==> config.mk <==
export PLATFORM = sky130hd
export DESIGN_NAME = multicycle_control_unit
export DESIGN_NICKNAME = d
export VERILOG_FILES = /design/src/rtl/multicycle_control_unit.sv
export SDC_FILE = /design/constraint.sdc
export NUM_CORES = 1
export LEC_CHECK = 0
export ABC_AREA = 1
export CORE_MARGIN = 2
export CORE_UTILIZATION = 35
export CTS_CLUSTER_SIZE = 25
export DETAILED_ROUTE_END_ITERATION = 12
export DONT_BUFFER_PORTS = 1
export HOLD_SLACK_MARGIN = 0.02
export PLACE_DENSITY = 0.49
export SLEW_MARGIN = 20
export SYNTH_ARGS = -nofsm -noshare
export SYNTH_HDL_FRONTEND = slang
export SYNTH_SLANG_ARGS = --single-unit
export TNS_END_PERCENT = 5
==> constraint.sdc <==
create_clock -name clk -period 1.65 [get_ports clk]
set_input_delay 0.33 -clock clk [delete_from_list [all_inputs] [get_ports clk]]
set_output_delay 0.33 -clock clk [all_outputs]
set_load 0.02 [all_outputs]
==> src/rtl/multicycle_control_unit.sv <==
// Multicycle MIPS control unit.
// A Moore FSM walks each instruction through FETCH/DECODE and an
// instruction-specific tail of 1-3 states, driving the shared-memory,
// single-ULA datapath. Unknown opcodes/functs trap to a sticky illegal
// flag; every non-trapped instruction that completes bumps a counter.
module multicycle_control_unit #(
    parameter int CNT_W  = 16,
    parameter bit EN_BNE = 1'b1
) (
    input  logic             clk,
    input  logic             rst,
    input  logic [5:0]       OP,
    input  logic [5:0]       Funct,
    input  logic             Zero,
    output logic             PCEn,
    output logic             IorD,
    output logic             MemWrite,
    output logic             IRWrite,
    output logic             RegDst,
    output logic             MemtoReg,
    output logic             RegWrite,
    output logic             ULASrcA,
    output logic [1:0]       ULASrcB,
    output logic [2:0]       ULAControl,
    output logic [1:0]       PCSrc,
    output logic             Illegal,
    output logic             InstrDone,
    output logic [CNT_W-1:0] InstrCount,
    output logic [3:0]       State
);

    // Opcodes understood by DECODE.
    localparam logic [5:0] op_rtype = 6'b000000;
    localparam logic [5:0] op_j     = 6'b000010;
    localparam logic [5:0] op_beq   = 6'b000100;
    localparam logic [5:0] op_bne   = 6'b000101;
    localparam logic [5:0] op_addi  = 6'b001000;
    localparam logic [5:0] op_lw    = 6'b100011;
    localparam logic [5:0] op_sw    = 6'b101011;

    // R-type funct codes.
    localparam logic [5:0] fn_add = 6'b100000;
    localparam logic [5:0] fn_sub = 6'b100010;
    localparam logic [5:0] fn_and = 6'b100100;
    localparam logic [5:0] fn_or  = 6'b100101;
    localparam logic [5:0] fn_nor = 6'b100111;
    localparam logic [5:0] fn_slt = 6'b101010;

    // ULA operation codes.
    localparam logic [2:0] ula_add = 3'b010;
    localparam logic [2:0] ula_sub = 3'b110;
    localparam logic [2:0] ula_and = 3'b000;
    localparam logic [2:0] ula_or  = 3'b001;
    localparam logic [2:0] ula_nor = 3'b011;
    localparam logic [2:0] ula_slt = 3'b111;

    // ULA B-operand select.
    localparam logic [1:0] srcb_reg  = 2'b00;
    localparam logic [1:0] srcb_four = 2'b01;
    localparam logic [1:0] srcb_imm  = 2'b10;
    localparam logic [1:0] srcb_br   = 2'b11;

    // Next-PC select.
    localparam logic [1:0] pcsrc_result = 2'b00;
    localparam logic [1:0] pcsrc_out    = 2'b01;
    localparam logic [1:0] pcsrc_jump   = 2'b10;

    typedef enum logic [3:0] {
        FETCH  = 4'd0,
        DECODE = 4'd1,
        MEMADR = 4'd2,
        MEMRD  = 4'd3,
        MEMWB  = 4'd4,
        MEMWR  = 4'd5,
        EXEC   = 4'd6,
        ALUWB  = 4'd7,
        BRANCH = 4'd8,
        ADDIEX = 4'd9,
        ADDIWB = 4'd10,
        JUMP   = 4'd11,
        TRAP   = 4'd12
    } state_t;

    state_t           state;
    state_t           next_state;

    // Instruction attributes captured in DECODE so later states never look at OP.
    logic             is_sw;
    logic             is_bne;

    // Raw Moore decode, before reset gating of the strobes.
    logic             pcwrite_d;
    logic             irwrite_d;
    logic             regwrite_d;
    logic             memwrite_d;
    logic             branch_taken;
    logic [CNT_W-1:0] instr_count;
    logic             illegal;

    function automatic logic funct_legal(input logic [5:0] fn);
        return (fn == fn_add) || (fn == fn_sub) || (fn == fn_and) ||
               (fn == fn_or)  || (fn == fn_nor) || (fn == fn_slt);
    endfunction

    function automatic logic [2:0] funct_to_ula(input logic [5:0] fn);
        logic [2:0] code;
        code = ula_add;
        case (fn)
            fn_add:  code = ula_add;
            fn_sub:  code = ula_sub;
            fn_and:  code = ula_and;
            fn_or:   code = ula_or;
            fn_nor:  code = ula_nor;
            fn_slt:  code = ula_slt;
            default: code = ula_add;
        endcase
        return code;
    endfunction

    // State register; reset drops straight back to FETCH.
    // NOTE: clocked state uses non-blocking assignments so every register
    // samples pre-edge values regardless of block ordering.
    always_ff @(posedge clk or posedge rst) begin
        if (rst) begin
            state <= FETCH;
        end else begin
            state <= next_state;
        end
    end

    // Latch lw/sw and beq/bne distinctions while the opcode is valid.
    always_ff @(posedge clk or posedge rst) begin
        if (rst) begin
            is_sw  <= 1'b0;
            is_bne <= 1'b0;
        end else if (state == DECODE) begin
            is_sw  <= (OP == op_sw);
            is_bne <= (OP == op_bne);
        end
    end

    // Next-state logic: DECODE dispatches, every final state returns to FETCH.
    // NOTE: next_state gets a default before the case so no path leaves it
    // unassigned, which would otherwise infer a latch.
    always_comb begin
        next_state = FETCH;
        case (state)
            FETCH:  next_state = DECODE;
            DECODE: begin
                case (OP)
                    op_lw, op_sw: next_state = MEMADR;
                    op_rtype:     next_state = funct_legal(Funct) ? EXEC : TRAP;
                    op_beq:       next_state = BRANCH;
                    op_bne:       next_state = EN_BNE ? BRANCH : TRAP;
                    op_addi:      next_state = ADDIEX;
                    op_j:         next_state = JUMP;
                    default:      next_state = TRAP;
                endcase
            end
            MEMADR: next_state = is_sw ? MEMWR : MEMRD;
            MEMRD:  next_state = MEMWB;
            EXEC:   next_state = ALUWB;
            ADDIEX: next_state = ADDIWB;
            MEMWB, MEMWR, ALUWB, BRANCH, ADDIWB, JUMP, TRAP: next_state = FETCH;
            default: next_state = FETCH;
        endcase
    end

    // Moore output decode per state; ULAControl idles at add.
    always_comb begin
        IorD       = 1'b0;
        RegDst     = 1'b0;
        MemtoReg   = 1'b0;
        ULASrcA    = 1'b0;
        ULASrcB    = srcb_reg;
        ULAControl = ula_add;
        PCSrc      = pcsrc_result;
        pcwrite_d  = 1'b0;
        irwrite_d  = 1'b0;
        regwrite_d = 1'b0;
        memwrite_d = 1'b0;
        InstrDone  = 1'b0;
        case (state)
            FETCH: begin
                ULASrcB   = srcb_four;
                irwrite_d = 1'b1;
                pcwrite_d = 1'b1;
            end
            DECODE: begin
                ULASrcB = srcb_br;
            end
            MEMADR, ADDIEX: begin
                ULASrcA = 1'b1;
                ULASrcB = srcb_imm;
            end
            MEMRD: begin
                IorD = 1'b1;
            end
            MEMWB: begin
                regwrite_d = 1'b1;
                MemtoReg   = 1'b1;
                InstrDone  = 1'b1;
            end
            MEMWR: begin
                IorD       = 1'b1;
                memwrite_d = 1'b1;
                InstrDone  = 1'b1;
            end
            EXEC: begin
                ULASrcA    = 1'b1;
                ULASrcB    = srcb_reg;
                ULAControl = funct_to_ula(Funct);
            end
            ALUWB: begin
                regwrite_d = 1'b1;
                RegDst     = 1'b1;
                InstrDone  = 1'b1;
            end
            ADDIWB: begin
                regwrite_d = 1'b1;
                InstrDone  = 1'b1;
            end
            BRANCH: begin
                ULASrcA    = 1'b1;
                ULASrcB    = srcb_reg;
                ULAControl = ula_sub;
                PCSrc      = pcsrc_out;
                InstrDone  = 1'b1;
            end
            JUMP: begin
                PCSrc     = pcsrc_jump;
                pcwrite_d = 1'b1;
                InstrDone = 1'b1;
            end
            TRAP: begin
                InstrDone = 1'b1;
            end
            default: begin
                InstrDone = 1'b0;
            end
        endcase
    end

    // beq takes on Zero, bne on not-Zero; only meaningful while in BRANCH.
    assign branch_taken = (state == BRANCH) && (is_bne ? ~Zero : Zero);

    // Write strobes are held off for as long as reset is asserted.
    assign PCEn     = (pcwrite_d | branch_taken) & ~rst;
    assign IRWrite  = irwrite_d & ~rst;
    assign RegWrite = regwrite_d & ~rst;
    assign MemWrite = memwrite_d & ~rst;

    // Retired-instruction counter: bumps leaving any final state but TRAP.
    always_ff @(posedge clk or posedge rst) begin
        if (rst) begin
            instr_count <= '0;
        end else if (InstrDone && (state != TRAP)) begin
            instr_count <= instr_count + CNT_W'(1);
        end
    end

    // Sticky illegal flag, set on the edge leaving TRAP.
    always_ff @(posedge clk or posedge rst) begin
        if (rst) begin
            illegal <= 1'b0;
        end else if (state == TRAP) begin
            illegal <= 1'b1;
        end
    end

    assign InstrCount = instr_count;
    assign Illegal    = illegal;
    assign State      = state;

endmodule

==> metrics.md, run 1 <==
| Metric | Value |
|---|---|
| CP max stage cell | dfrtp_2 |
| Sequential fraction of the synthesis area | 0.350 |
| CTS tree | built |
| Worst-Skew Late Latency | 0.27 ns |
| Clock transition at path regs | 0.08 ns |
| Total CTS buffers | 3 |
| Syn Area/Cell | 6.83 sq um |
| Arrival time at the worst endpoint | 1.45 ns |
| Share of layout cells above drive strength 1 | 0.280 |
| Leak | 1.07 nW |
| MaxCap Viol Count | 0 |
| Pre-CTS WS | 0.0791 ns |
| Crit path max fanout | 4 |
| Max clock buf depth | 2 |
| Tightest Pin Transition | 0.323 ns |
| Vias in the first global route | 1457 |
| Number of synthesized register bits | 23 |
| Fmax | 560 MHz |
| Met1 Use GR | 0.201 |
| PD cells | 1290 nW/um^2 |
| Core area | 4440 sq um |
| Slew margin rel. | 0.784 |
| Cells after DPL | 317 |
| Antenna violations before repair | 0 |
| Drt drc | 0 |
| Vias per cell | 4.70 |
| Die Height | 72.6 microns |
| GR Overflow Total | 0 |
| Final hold vios | 0 |
| Met3 Use GR | 0.0264 |
| Fin crit period | 1.78 ns |
| Syn nets | 257 |
| Synth unique cells | 28 |
| I/O pins | 52 |
| Worst Path Buf+Inv | 2 |
| Skew final | 0.00301 ns |
| Global routing usage on met2 | 0.244 |
| GR peak layer | met2 |
| First-pass GRT wire length | 6.37 mm |
| CP dominant cell by count | nor2_4 |
| DRT Wirelength | 3.97 mm |
| Nets | 296 |
| Prevailing post-synth register cell | dfrtp_1 |
| Dpl hpwl | 2.99 mm |
| Non-filler cells, final | 331 |
| Layout area overhead | 29.5% |
| CP endpoint kind | primary output |
| Setup CP Type | flop to primary output |
| Cells after Synth | 241 |
| Starting density of the core | 0.370 |
| Ant. Diodes | 0 |
| Root buf cell | clkbuf_8 |
| Startpoint types | flop |
| Required @ worst endpoint | 1.32 ns |
| Delay of the slowest critical-path stage | 0.42 ns |
| Number of enable flip-flop cells after synthesis | 0 |
| Global Route Usage Sum | 0.152 |
| Setup violators final | 11 |
| Hold Slack | 0.223 ns |
| Initial DRC Count | 40 |
| Area of the die | 5270 sq um |
| Most frequent cells in the layout | 58 x nand2_1, 35 x inv_1, 33 x buf_4 |
| Row cnt | 24 |
| Pre-Repair DR Iteration Count | 4 |
| Tot Pwr | 0.00274 W |
| Vias post-DR | 1557 |
| Wire per inst | 12.0 microns |
| Worst VDD drop | 0.391 mV |
| Largest net degree at the start of global routing | 24 |
| Failing checks | setup timing |
| Ys Warns | 0 |
| Sink Count | 23 |
| Post-Syn Area | 1650 sq um |
| Die X | 72.6 microns |
| Total number of H-tree levels | 1 |
| Worst min-delay path class | primary input to flop |
| Cell family with most CP delay | flip-flops |
| Setup TNS | -0.649 ns |
| RSZ-0062 raised after global routing | yes |
| Async SR Flop Fraction | 1.00 |
| Port bufs | 0 |
| Final ANT Viol Nets | 0 |
| Status | complete, but fails checks |
| Placer Congestion | 0.828 |
| Critical-path cell list | inv_2 -> nor2_4 -> inv_4 -> nor2_4 -> nand3_2 -> a31oi_4 |
| Commonest non-fill, non-tap cell in the layout | nand2_1 |
| Worst setup margin | -0.134 ns |
| Final period util | 1.08 |
| Max Transition Viols Final | 0 |
-- final cells by class --
class | count | area (sq um)
Clock buffer | 4 | 45.0
Fill cell | 460 | 2310
Inverter | 43 | 169
Multi-Input combinational cell | 174 | 1000
Sequential cell | 23 | 578
Tap cell | 52 | 65.1
Timing Repair Buffer | 35 | 269
-- final timing paths --
| path | startpoint | to | slack (ns) | depth (start not counted) |
|---|---|---|---|---|
| min in group asynchronous | rst | InstrCount[1]$_DFFE_PP0P_ | 0.54 | 3 |
| setup reg to reg | State[0]$_DFF_PP0_ | InstrCount[11]$_DFFE_PP0P_ | 0.07 | 11 |
| hold / removal | OP[3] | is_sw$_DFFE_PP0P_ | 0.22 | 2 |
| setup / recovery | State[3]$_DFF_PP0_ | PCEn | -0.13 | 6 |
| hold reg to reg | InstrCount[3]$_DFFE_PP0P_ | InstrCount[3]$_DFFE_PP0P_ | 0.52 | 1 |
| max in group asynchronous | rst | State[2]$_DFF_PP0_ | 0.86 | 3 |
-- repair_timing --
item | 4_1_cts | 5_1_grt
endpoints found under the setup margin | 12 | 13
endpoints found under the hold margin | 23 | 0
hold buffers | 1 | 0
pin swaps | 6 | 11
gates resized for setup | 14 | 17
buffers inserted | 6 | 3
-- metrics by stage --
stage / utilization / area [sq um]
6_report: 0.479 / 2130
3_3_place_gp: 0.433 / 1920
5_1_grt: 0.479 / 2130
3_5_place_dp: 0.433 / 1920
4_1_cts: 0.464 / 2060
2_1_floorplan: - / 1680
-- synth_stat cells, types with 2 or more instances --
cell type / number / area share
o21ai_0: 12 / 0.037
dfrtp_1: 23 / 0.35
a21oi_1: 2 / 0.0061
nand2_1: 61 / 0.14
nand2_2: 4 / 0.015
xor2_1: 5 / 0.027
nor2_4: 3 / 0.021
nor3_1: 5 / 0.015
nand3b_1: 2 / 0.0091
o31ai_1: 2 / 0.0091
xnor2_1: 5 / 0.027
nand3_1: 20 / 0.061
nand4_1: 4 / 0.015
nand2_4: 2 / 0.014
inv_1: 42 / 0.096
nor2_2: 3 / 0.011
nor2_1: 35 / 0.080
-- registers in the layout, indices dropped and copies added (netlist names) --
name and flops:
State 4, InstrCount 16, is_bne 1, is_sw 1
Illegal 1
-- report_power, final --
group / internal (W) / switching [W]
combinational: 0.000618 / 0.000998
clock: 0.000173 / 0.000181
sequential: 0.000661 / 0.000114
-- per-layer routing --
metal | routed length [microns] | share of wire
met4 | 73 | 0.018
met3 | 163 | 0.041
met2 | 1860 | 0.47
met5 | 0 | 0
met1 | 1870 | 0.47
-- cells by family (layout without fill, tap and decap cells) --
group	count (synthesis)	after routing	share of synthesized area
and+or+nand+nor	142	142	0.407
buffers and inverters	44	82	0.101
DFF	23	23	0.350
AOI/OAI and AO/OA	19	19	0.0646
xor gates and xnor gates	11	11	0.0631
adders and majority gates	1	1	0.00760
muxes	1	1	0.00684
Power figures use the tool's default switching activity.
==> inputs of run 2 (changes only) <==
- CTS_CLUSTER_SIZE: 25 -> default
==> results of run 2 <==
Final layout, timing and power as in run 1 (identical DEF).
==> RTL change, RTL diff (flow settings as in run 1) <==
`CNT_W`: 16 -> 24.
--- a/src/rtl/multicycle_control_unit.sv
+++ b/src/rtl/multicycle_control_unit.sv
@@ -5,5 +5,5 @@
 // flag; every non-trapped instruction that completes bumps a counter.
 module multicycle_control_unit #(
-    parameter int CNT_W  = 16,
+    parameter int CNT_W  = 24,
     parameter bit EN_BNE = 1'b1
 ) (
Interface: changed (resized InstrCount); port bits go from 52 to 60. The function was not compared with the original's and may differ.
==> RTL change against run 1 <==
The run still ends with setup timing left. Clock skew grew 2.0 ps. Maximum frequency shrank 1.5%. Synthesized area is 22% higher. First-iteration DRC count is 110% higher. Cell area increased by 27%. Highest routed layer unchanged. Wire length increased by 37%. Sequential cell count up 8. Largest cell class unchanged. Cell count increased by 28%. Worst setup slack got worse by 27 ps.
Power is not compared: it rests on default switching activity, and its combinational part moved more than twofold at a synthesized area within 25%.
==> RTL change: results (changes against run 1) <==
GPL Wtd Cong = 0.887 (was 0.828)
Synth top area share = 0.387 (was 0.350)
Setup TNS = -903 ps (was -649 ps)
sequential cell area fraction in the yosys report = 0.387 (was 0.350)
syn nets = 312 (was 257)
via count normalized by instance count = 4.68 (was 4.70)
failing checks = setup timing (unchanged)
share of cells above drive strength 1 = 0.290 (was 0.280)
pin count of the biggest net entering global routing = 19 (was 24)
max FFs per register = 24 (was 16)
Synth Area in Adders = 0.00625 (was 0.00760)
DP Worst Slack = 105 ps (was 79.1 ps)
Commonest cells post-synth = 99 x nand2_1, 52 x nor2_1, 36 x inv_1 (was 61 x nand2_1, 42 x inv_1, 35 x nor2_1)
Post-DP HPWL = 4070 um (was 2990 um)
Slew headroom = 0.764 (was 0.784)
Synth cell types = 29 (was 28)
Max stage delay on crit path = 450 ps (was 420 ps)
total CTS buffers = 5 (was 3)
DRT Wirelength = 5440 um (was 3970 um)
status = finished with violations (unchanged)
post-synthesis mux area share = 0 (was 0.00684)
setup ws final = -162 ps (was -134 ps)
initial DRC count = 83 (was 40)
CP arrival = 1480 ps (was 1450 ps)
Post-DP Area = 2400 um^2 (was 1920 um^2)
# setup viols final = 10 (was 11)
first-pass GRT wire length = 9010 um (was 6370 um)
Clock Skew = 5.04 ps (was 3.01 ps)
GR Util All Layers = 0.179 (was 0.152)
Nets = 368 (was 296)
vias in the first global route = 1966 (was 1457)
## RTL change: stage by stage
| step | total power, mW | std cells | hold WS (ps) |
|---|---|---|---|
| after global placement | 1.41 | 407 | 252 |
| after global routing | 2.25 | 424 | 223 |
| final | 2.13 | 424 | 222 |
| after CTS | 2.08 | 419 | 221 |
| after floorplan | 1.23 | 296 | 434 |
| after detailed placement | 1.42 | 407 | 257 |
## RTL change: logic make-up (layout without fill, tap and decap cells)
| group | after synthesis | count (layout) |
|---|---|---|
| adder cells (fa/ha/maj) | 1 | 1 |
| XOR/XNOR | 15 | 15 |
| buffers and inverters | 42 | 98 |
| flip-flops | 31 | 31 |
| AO/OA/AOI/OAI | 16 | 16 |
| AND/OR/NAND/NOR | 191 | 191 |
## RTL change: final timing paths
check,startpoint,to,slack (ps),cells after the start
worst max-delay path,State[2],RegWrite,-160,7
worst min-delay path,OP[0],is_bne,220,2
worst max register to register,State[0],InstrCount[16],60,9
worst min register to register,InstrCount[14],InstrCount[14],520,1
max in group asynchronous,rst,State[0],850,3
min in group asynchronous,rst,InstrCount[3],520,3
## RTL change: power by group through the flow
| stage | clock network [mW] | registers [mW] | logic, mW |
|---|---|---|---|
| after floorplan | 0 | 0.946 | 0.281 |
| after global placement | 0 | 0.872 | 0.539 |
| after detailed placement | 0 | 0.873 | 0.542 |
| after CTS | 0.629 | 0.864 | 0.590 |
| after global routing | 0.666 | 0.874 | 0.706 |
| final | 0.610 | 0.867 | 0.649 |
## RTL change: repair_timing
action / 4_1_cts / 5_1_grt
endpoints found under the setup margin: 12 / 19
pin swaps: 9 / 12
buffers inserted: 4 / 5
gates resized for setup: 25 / 20
endpoints found under the hold margin: 31 / 0
hold buffers: 1 / 0
## RTL change: routing by layer
metal,track usage,share of wire,routed length (um)
met5,0,0,0
met1,0.218,0.43,2360
met2,0.313,0.51,2790
met4,0.0586,0.013,72
met3,0.0385,0.039,214
## RTL change: cell type report
type / instances / area (um^2)
multi-input combinational: 223 / 1200
clock buffer: 6 / 82.6
timing repair buffer: 50 / 393
fill: 565 / 2790
sequential: 31 / 781
tap: 72 / 90.1
clock inverter: 1 / 5.00
inverter: 41 / 164
